==> src/rtl/rx_pkg.sv <==
// Shared encodings for the LVDS RX arbiter: FSM states, channel modes and
// the channel tag that is spliced into every FIFO word.
package rx_pkg;
  localparam logic [1:0] ST_IDLE = 2'b00;
  localparam logic [1:0] ST_RUN  = 2'b01;
  localparam logic [1:0] ST_DONE = 2'b11;

  localparam logic [1:0] MODE_NONE = 2'b00;
  localparam logic [1:0] MODE_09   = 2'b01;
  localparam logic [1:0] MODE_24   = 2'b10;
  localparam logic [1:0] MODE_BOTH = 2'b11;

  localparam int   TAG_BIT = 30;
  localparam logic TAG_09  = 1'b0;
  localparam logic TAG_24  = 1'b1;

  typedef struct packed {
    logic        vld;
    logic [31:0] data;
  } hold_t;
endpackage

==> src/rtl/lvds_rx_hold_slot.sv <==
// One-word holding register for a deserializer channel, with drop detection
// and a saturating per-session drop counter.
module lvds_rx_hold_slot
  import rx_pkg::*;
#(
  parameter int CNT_W = 16
) (
  input  logic             i_clk,
  input  logic             i_rst,
  input  logic             i_clr,
  input  logic             i_cnt_clr,
  input  logic             i_en,
  input  logic             i_push,
  input  logic [31:0]      i_data,
  input  logic             i_grant,
  output hold_t            o_hold,
  output logic             o_drop,
  output logic [CNT_W-1:0] o_drop_cnt
);
  logic capture;

  // A word granted this cycle frees the slot, so a same-cycle push refills it.
  assign capture = i_en && i_push && (!o_hold.vld || i_grant);
  assign o_drop  = i_en && i_push && o_hold.vld && !i_grant;

  always_ff @(posedge i_clk) begin
    if (i_rst) begin
      o_hold     <= '0;
      o_drop_cnt <= '0;
    end else begin
      if (i_clr) begin
        o_hold.vld <= 1'b0;
      end else if (capture) begin
        o_hold.vld  <= 1'b1;
        o_hold.data <= i_data;
      end else if (i_grant) begin
        o_hold.vld <= 1'b0;
      end
      if (i_cnt_clr)
        o_drop_cnt <= '0;
      else if (o_drop && o_drop_cnt != '1)
        o_drop_cnt <= o_drop_cnt + 1'b1;
    end
  end
endmodule

==> src/rtl/lvds_rx_arbiter.sv <==
// Merges the ch09 and ch24 deserializer word streams onto the RX FIFO write
// port with session control, round-robin arbitration and drop statistics.
module lvds_rx_arbiter
  import rx_pkg::*;
#(
  parameter int CNT_W = 16
) (
  input  logic             i_clk,
  input  logic             i_rst,
  input  logic             i_start,
  input  logic             i_stop,
  input  logic [1:0]       i_mode,
  input  logic [CNT_W-1:0] i_sample_limit,
  input  logic             i_push_09,
  input  logic [31:0]      i_data_09,
  input  logic             i_push_24,
  input  logic [31:0]      i_data_24,
  input  logic             i_fifo_full,
  output logic             o_fifo_push,
  output logic [31:0]      o_fifo_data,
  output logic [1:0]       o_state,
  output logic [CNT_W-1:0] o_sample_cnt,
  output logic [CNT_W-1:0] o_drop_cnt_09,
  output logic [CNT_W-1:0] o_drop_cnt_24,
  output logic             o_overflow,
  output logic             o_done
);
  logic [1:0]                  state, mode_q;
  logic                        rr_ptr;  // channel that wins the next contention
  hold_t [1:0]                 hold;
  logic  [1:0]                 drop, gnt, en, push;
  logic  [1:0][31:0]           din;
  logic  [1:0][CNT_W-1:0]      drop_cnt;
  logic                        run, start_ok, gnt_any, gnt_ch, limit_hit, hold_clr;
  logic  [CNT_W-1:0]           cnt_nxt;

  assign run      = (state == ST_RUN);
  assign start_ok = i_start && !i_stop && (i_mode != MODE_NONE) && !run;
  assign en       = {2{run && !i_stop}} & mode_q;
  assign push     = {i_push_24, i_push_09};
  assign din      = {i_data_24, i_data_09};

  always_comb begin
    gnt = '0;
    if (run && !i_stop && !i_fifo_full) begin
      if (hold[0].vld && hold[1].vld) gnt = rr_ptr ? 2'b10 : 2'b01;
      else                            gnt = {hold[1].vld, hold[0].vld};
    end
  end

  assign gnt_any   = |gnt;
  assign gnt_ch    = gnt[1];
  assign cnt_nxt   = (o_sample_cnt == '1) ? o_sample_cnt : o_sample_cnt + 1'b1;
  // >= so a limit lowered below the running count still ends the session.
  assign limit_hit = gnt_any && (i_sample_limit != '0) && (cnt_nxt >= i_sample_limit);
  assign hold_clr  = i_stop || limit_hit;

  for (genvar g = 0; g < 2; g++) begin : g_slot
    lvds_rx_hold_slot #(.CNT_W(CNT_W)) u_slot (
      .i_clk      (i_clk),
      .i_rst      (i_rst),
      .i_clr      (hold_clr),
      .i_cnt_clr  (start_ok),
      .i_en       (en[g]),
      .i_push     (push[g]),
      .i_data     (din[g]),
      .i_grant    (gnt[g]),
      .o_hold     (hold[g]),
      .o_drop     (drop[g]),
      .o_drop_cnt (drop_cnt[g])
    );
  end

  assign o_drop_cnt_09 = drop_cnt[0];
  assign o_drop_cnt_24 = drop_cnt[1];
  assign o_state       = state;
  assign o_done        = (state == ST_DONE);

  always_ff @(posedge i_clk) begin
    if (i_rst) begin
      state        <= ST_IDLE;
      mode_q       <= MODE_NONE;
      rr_ptr       <= 1'b0;
      o_fifo_push  <= 1'b0;
      o_fifo_data  <= '0;
      o_sample_cnt <= '0;
      o_overflow   <= 1'b0;
    end else begin
      o_fifo_push <= gnt_any;
      if (gnt_any) begin
        o_fifo_data          <= hold[gnt_ch].data;
        o_fifo_data[TAG_BIT] <= gnt_ch ? TAG_24 : TAG_09;
        o_sample_cnt         <= cnt_nxt;
        if (hold[0].vld && hold[1].vld) rr_ptr <= ~rr_ptr;
      end
      if (|drop) o_overflow <= 1'b1;

      if (i_stop) begin
        state <= ST_IDLE;
      end else if (start_ok) begin
        state        <= ST_RUN;
        mode_q       <= i_mode;
        o_sample_cnt <= '0;
        o_overflow   <= 1'b0;
      end else if (limit_hit) begin
        state <= ST_DONE;
      end
    end
  end
endmodule
==> config.mk <==
export PLATFORM = sky130hd
export DESIGN_NAME = lvds_rx_arbiter
export DESIGN_NICKNAME = d
export VERILOG_FILES = /design/src/rtl/rx_pkg.sv /design/src/rtl/lvds_rx_hold_slot.sv /design/src/rtl/lvds_rx_arbiter.sv
export SDC_FILE = /design/constraint.sdc
export NUM_CORES = 1
export LEC_CHECK = 0
export CAP_MARGIN = 20
export CORE_UTILIZATION = 45
export CTS_CLUSTER_DIAMETER = 120
export DETAILED_ROUTE_END_ITERATION = 6
export PLACE_DENSITY = 0.77
export SLEW_MARGIN = 10
export SYNTH_ARGS = -nofsm -noshare
export SYNTH_HDL_FRONTEND = slang
export SYNTH_SLANG_ARGS = --single-unit
export TNS_END_PERCENT = 1
==> constraint.sdc <==
create_clock -name i_clk -period 3.4 [get_ports i_clk]
set_clock_uncertainty 0.1 [all_clocks]
set_input_delay 0.34 -clock i_clk [delete_from_list [all_inputs] [get_ports i_clk]]
set_output_delay 0.34 -clock i_clk [all_outputs]
set_load 0.02 [all_outputs]
==> impl_metrics.toml, run 1 <==
[final_layout]
drive_gt1_frac = 0.171
fillers = 1288
mostFrequentLayoutCell = "clkdlybuf4s50_1"
areaGrowthSynthToFinish_pct = 44.6
design_area_sq_um = 10200
final_cell_mix = "170 x clkdlybuf4s50_1, 143 x dfxtp_1, 128 x nor2_1"
fin_nets = 1108
antennaDiodeCount = 0

[flow_run]
maxCapViolations = 0

[sta]
period_needed_ns = 3.53
fin_hold_ws_ns = 0.370
fin_crit_sh = 1.04
worst_slew_pin_slew_ns = 1.14
finalSetupViolations = 46
setup_tns_ns = -4.00
slew_headroom = 0.238
setup_ws_ns = -0.133
max_freq_mhz = 283
hold_viol = 0
grt_setup_unrepaired = "yes"
maxSlewViolCount = 0

[logic_synthesis]
avgSynthCellArea_sq_um = 8.88
yosys.area.top_type = "dfxtp_1"
syn-cell-area_sq_um = 7080
synth_cells = 797
ys_ff_latch = 151
async_reset_ff_frac = 0
yosys_warnings = 0
synth_top_area_share = 0.427
syn_nets = 905
synth-edff-count = 0
synth-main-ff-cell = "dfxtp_1"
synthTopCellsByArea = "dfxtp_1 43%, mux2i_1 9.6%, nor2_1 6.9%, a21oi_1 3.6%, a211oi_1 3.6%"
yosysUniqueCellTypes = 49
seq_area_frac_synth = 0.427

[worst_setup_path]
cp.required_ns = 3.65
start_kind = "flip-flop"
crit_slowest_cell = "or3b_4"
crit_path_max_fanout = 9
cp_top_family = "compound AO/OA/AOI/OAI gates"
path_cells = "ha_4, and4_4, nand4_1, o21ai_4, buf_6, nor2_2, xor2_1, ha_1, a21oi_2, o21bai_1, a211oi_2, a31oi_4, buf_12, buf_12, or3b_4, a21oi_1"
cp_num_buf_inv = 3
max_stage_delay_ns = 0.36
crit_type = "reg -> reg"
end_kind = "flip-flop"
cp_common_cell = "buf_12"
worstPathArrival_ns = 3.78

[floorplan]
die_area_sq_um = 16200
core_area_sq_um = 15300
dieHeight_um = 127
io_pins = 174
core.rowCount = 45
die_w_um = 127
start_util = 0.464

[placement]
place_hpwl_um = 12500
portBuffers = 171
place_area_sq_um = 9430
gp_congestion = 0.845

[worst_hold_path]
holdCritPathClass = "reg -> reg"

[global_routing]
grt_pass1_vias = 6195
grt_overflow = 0
grt_max_degree = 101
grt_use_total = 0.232
grt_pass1_wl_um = 29800
antenna_found_initial = 0

[routing]
routed_wl_um = 18500
drc_errors = 0
drt_iter0_markers = 358
via_per_inst = 5.23
postRouteAntennaNets = 0
post_drt_wl_per_cell_um = 15.1
vias = 6401
drt_pass1_iterations = 4

[clock_network]
cts.path.max_buffers = 2
cts_root_buffer = "clkbuf_16"
cts_tree = "yes"
cts_buffers = 17
cts.htree.levels = 4
clk_latency_ns = 0.42
clk_pin_slew_ns = 0.06
cts.sinks = 151

[run_status]
outcome = "finished with violations"
violations = "setup timing"

[pwr]
irDropWorstVdd_v = 0.000355
power_density_nw_per_um2 = 363
leakagePower_uw = 0.00422
power by group:
part / internal [uW] / switching (uW)
clock network: 1030 / 736
logic: 112 / 72.3
registers: 1770 / 1.75
synth_stat cells (all sizes together), types with 5 or more instances:
cell type    n
and3         8
a21oi       51
and4         5
dfxtp      151
buf         21
inv         21
nor2       131
or3b        32
nor4         5
o21ai       43
clkbuf      30
nand3       23
mux2i       68
and2         5
nand4       15
a31oi        5
a211oi      35
ha          19
nand2       31
nor3        17
xnor2       18
xor2        26
or3          7
sequential cells by signal, summed over array words and instances, names as in the netlist:
signal / count
g_slot.u_slot.o_drop_cnt: 32
g_slot.u_slot.o_hold: 64
mode_q: 2
o_fifo_data: 32
o_fifo_push: 1
o_overflow: 1
o_sample_cnt: 16
o_state: 2
rr_ptr: 1
metal layers:
metal / up-vias / global-route usage / part of all wire
met1: 2981 / 0.286 / 0.45
met5: - / 0 / 0
met2: 159 / 0.384 / 0.47
li1: 3217 / - / -
met4: 0 / 0.109 / 0.031
met3: 44 / 0.0498 / 0.044
logic make-up (layout without fill, tap and decap cells):
logic type / after synthesis / in the layout / share of synthesized area
simple gates: 292 / 292 / 0.212
flops: 151 / 151 / 0.427
compound gates: 148 / 148 / 0.130
buf+inv: 72 / 288 / 0.0419
mux: 71 / 71 / 0.101
xor+xnor: 44 / 44 / 0.0544
fa+ha+maj: 19 / 19 / 0.0336
worst register-to-register path, cell delays in order (launching register included):
cell and delay (ns):
dfxtp_4 0.35, ha_4 0.13, and4_4 0.22, nand4_1 0.18, o21ai_4 0.28, buf_6 0.14, nor2_2 0.03, xor2_1 0.14
ha_1 0.31, a21oi_2 0.15, o21bai_1 0.08, a211oi_2 0.33, a31oi_4 0.20, buf_12 0.19, buf_12 0.14, or3b_4 0.36
a21oi_1 0.14
stage by stage:
step | setup WS [ns] | utilization | cells | power [uW]
floorplan | -0.0281 | - | 797 | 1870
global placement | -0.0717 | 0.618 | 1179 | 1990
detailed placement | -0.150 | 0.618 | 1179 | 1990
CTS | -0.0449 | 0.664 | 1219 | 3750
global route | -0.274 | 0.671 | 1224 | 3850
finish | -0.133 | 0.671 | 1224 | 3720
repair_timing:
item | in CTS | in global routing
gates resized for setup | 19 | 17
pin swaps | 17 | 17
endpoints found under the setup margin | 65 | 65
hold buffers | 0 | 0
setup buffers | 6 | 5
cloned | 2 | 0
path summary, 6_finish.rpt:
kind	startpoint	end	slack, ns	cells past startpoint
min reg2reg	g_slot[1].u_slot.o_hold[21]	g_slot[1].u_slot.o_hold[21]	0.37	2
min	g_slot[1].u_slot.o_hold[21]	g_slot[1].u_slot.o_hold[21]	0.37	2
max reg2reg	o_sample_cnt[1]	g_slot[1].u_slot.o_hold[0]	-0.13	16
max	o_sample_cnt[1]	g_slot[1].u_slot.o_hold[0]	-0.13	16
final cells by class:
type / count / area, sq um / share of cell area
inverters: 21 / 78.8 / 0.00770
clock inverters: 11 / 100 / 0.00978
repair buffers: 235 / 2340 / 0.228
multi-input cells: 574 / 3970 / 0.387
well taps: 211 / 264 / 0.0258
flip-flops and latches: 151 / 3040 / 0.297
clock buffers: 21 / 450 / 0.0440
No activity file was read; power rests on OpenSTA's default activity.
==> run 2: changes to the inputs <==
- CAP_MARGIN: 20 -> 5
==> results of run 2 <==
No change in the layout: final DEF, timing and power equal those of run 1.
==> run 3: changes to the inputs <==
- CORE_ASPECT_RATIO: default -> 1.25
==> impl_metrics.toml, run 3 (synthesis gave the netlist of run 1 again) <==
[run_status]
outcome = "finished with violations"
violations = "setup timing"

[final_layout]
drive_gt1_frac = 0.203
stdcell_count = 1244
largest-register = "g_slot.u_slot.o_hold"
mostFrequentLayoutCell = "clkdlybuf4s50_1"
largest_register_ffs = 64
final_cell_mix = "170 x clkdlybuf4s50_1, 143 x dfxtp_1, 127 x nor2_1"
top_regs = "g_slot.u_slot.o_hold (64), g_slot.u_slot.o_drop_cnt (32), o_fifo_data (32)"
areaGrowthSynthToFinish_pct = 50.8
antennaDiodeCount = 0
fin_nets = 1131

[worst_setup_path]
path_cells = "ha_4, and4_4, nand4_1, o21ai_4, nor2_2, xor2_1, ha_1, a21oi_2, o21ai_2, a211oi_4, a31oi_4, buf_12, clkbuf_16, or3b_1, a21oi_1"
worstPathArrival_ns = 3.78
start_kind = "flip-flop"
end_kind = "flip-flop"
crit_type = "reg -> reg"
max_stage_delay_ns = 0.37
cp.required_ns = 3.64
crit_path_max_fanout = 5
crit_slowest_cell = "dfxtp_4"

[sta]
max_freq_mhz = 283
setup_ws_ns = -0.138
finalSetupViolations = 65
slew_headroom = 0.243
fin_crit_sh = 1.04
maxSlewViolCount = 0
worst_slew_pin_slew_ns = 1.14
hold_viol = 0
period_needed_ns = 3.54
grt_setup_unrepaired = "yes"

[routing]
met1_length_um = 8410
via_per_inst = 5.28
drt_iter0_markers = 447
routed_wl_um = 20200
drc_errors = 0
post_drt_wl_per_cell_um = 16.3
wl_met3_um = 960
drt_pass1_iterations = 4
highest-signal-layer = "met4"
met2RoutedLength_um = 10300
vias = 6573
postRouteAntennaNets = 0

[pwr]
p_total_uw = 3860
leakagePower_uw = 0.00446
power.switching_uw = 879
p_int_uw = 2980
power_density_nw_per_um2 = 361
power_frac_seq = 0.459
power_frac_comb = 0.048
irDropWorstVdd_v = 0.000348
pwr-share-clk = 0.493
switching_share = 0.228

[clock_network]
cts_tree = "yes"
cts_root_buffer = "clkbuf_16"
cts_buffers = 17
clk_latency_ns = 0.42
cts.sinks = 151
cts_hold_buf = 0
clk_pin_slew_ns = 0.06
cts.path.max_buffers = 2
cts.htree.levels = 4

[placement]
gp_congestion = 0.851
place_hpwl_um = 12400
placedCellCount = 1171
portBuffers = 171

[floorplan]
core_area_sq_um = 15200
core.rowCount = 50
die_area_sq_um = 16200
die_w_um = 114
dieHeight_um = 142
start_util = 0.466
io_pins = 174

[flow_run]
maxCapViolations = 0

[global_routing]
grt_pass1_wl_um = 30000
antenna_found_initial = 0
grt_overflow = 0
grt_pass1_vias = 6218
grt_max_degree = 101
grt_use_total = 0.234

[worst_hold_path]
holdCritPathClass = "reg -> reg"
[run 3: cell types whose count changed in the layout (fill, tap and decap cells not counted), moves of 2 or more]
cell	before	now
nor3_4	0	3
inv_8	0	2
or3b_1	3	5
clkbuf_16	17	24
a21oi_2	14	18
buf_16	2	0
inv_6	1	4
nor3_2	3	1
clkbuf_1	3	0
a21oi_1	37	33
o21ai_2	0	4
buf_4	51	58
buf_6	3	13
o21ai_0	20	15
[run 3: area by class of cell]
class	count	area, sq um
clock buffer	17	425
clock inverter	15	166
fill	1118	4530
inverter	21	78.8
multi-input combinational	574	4060
sequential	151	3040
tap	208	260
timing repair buffer	258	2640
[run 3: repair_timing]
item,in CTS,in global routing
gates resized for setup,14,54
cloned,2,9
buffers inserted,16,16
pin swaps,12,42
endpoints found under the setup margin,62,71
[run 3: power groups by stage]
stage	sequential (uW)	clock, uW	combinational [uW]
after floorplan	1810	0	57.5
after global placement	1810	0	175
after detailed placement	1810	0	176
after CTS	1770	1930	178
after global routing	1770	2000	197
final	1770	1900	184
[run 3: path summary, 6_finish.rpt]
kind                                 startpoint                          end  slack [ns]  cells past startpoint
worst min-delay path            o_fifo_data[30]              o_fifo_data[30]        0.36                      2
worst min register to register  o_fifo_data[30]              o_fifo_data[30]        0.36                      2
worst max-delay path            o_sample_cnt[0]  g_slot[1].u_slot.o_hold[25]       -0.14                     15
worst max register to register  o_sample_cnt[0]  g_slot[1].u_slot.o_hold[25]       -0.14                     15
[run 3: metal layers]
metal / up-vias / GRT usage
li1: 3266 / -
met1: 3090 / 0.274
met2: 178 / 0.404
met3: 39 / 0.0532
met4: 0 / 0.107
met5: - / 0
[run 3: through the flow]
| step | utilization | TNS (ns) | setup WS (ns) | cell area (sq um) | hold slack, ns |
|---|---|---|---|---|---|
| 6_report | 0.702 | -7.06 | -0.138 | 10700 | 0.364 |
| 4_1_cts | 0.671 | -0.372 | -0.0855 | 10200 | 0.370 |
| 2_1_floorplan | - | -0.602 | -0.0281 | 7240 | 0.318 |
| 3_5_place_dp | 0.616 | -2.97 | -0.139 | 9360 | 0.362 |
| 3_3_place_gp | 0.616 | -0.594 | -0.0441 | 9360 | 0.343 |
| 5_1_grt | 0.702 | -14.62 | -0.242 | 10700 | 0.395 |
[run 3: critical path, delay by kind of cell, from the launching register on]
| kind | cells | cell delay, ns |
|---|---|---|
| simple gates | 4 | 0.82 |
| buf+inv | 2 | 0.33 |
| compound gates | 6 | 1.22 |
| xor+xnor | 1 | 0.16 |
| flops | 1 | 0.37 |
| fa+ha+maj | 2 | 0.47 |
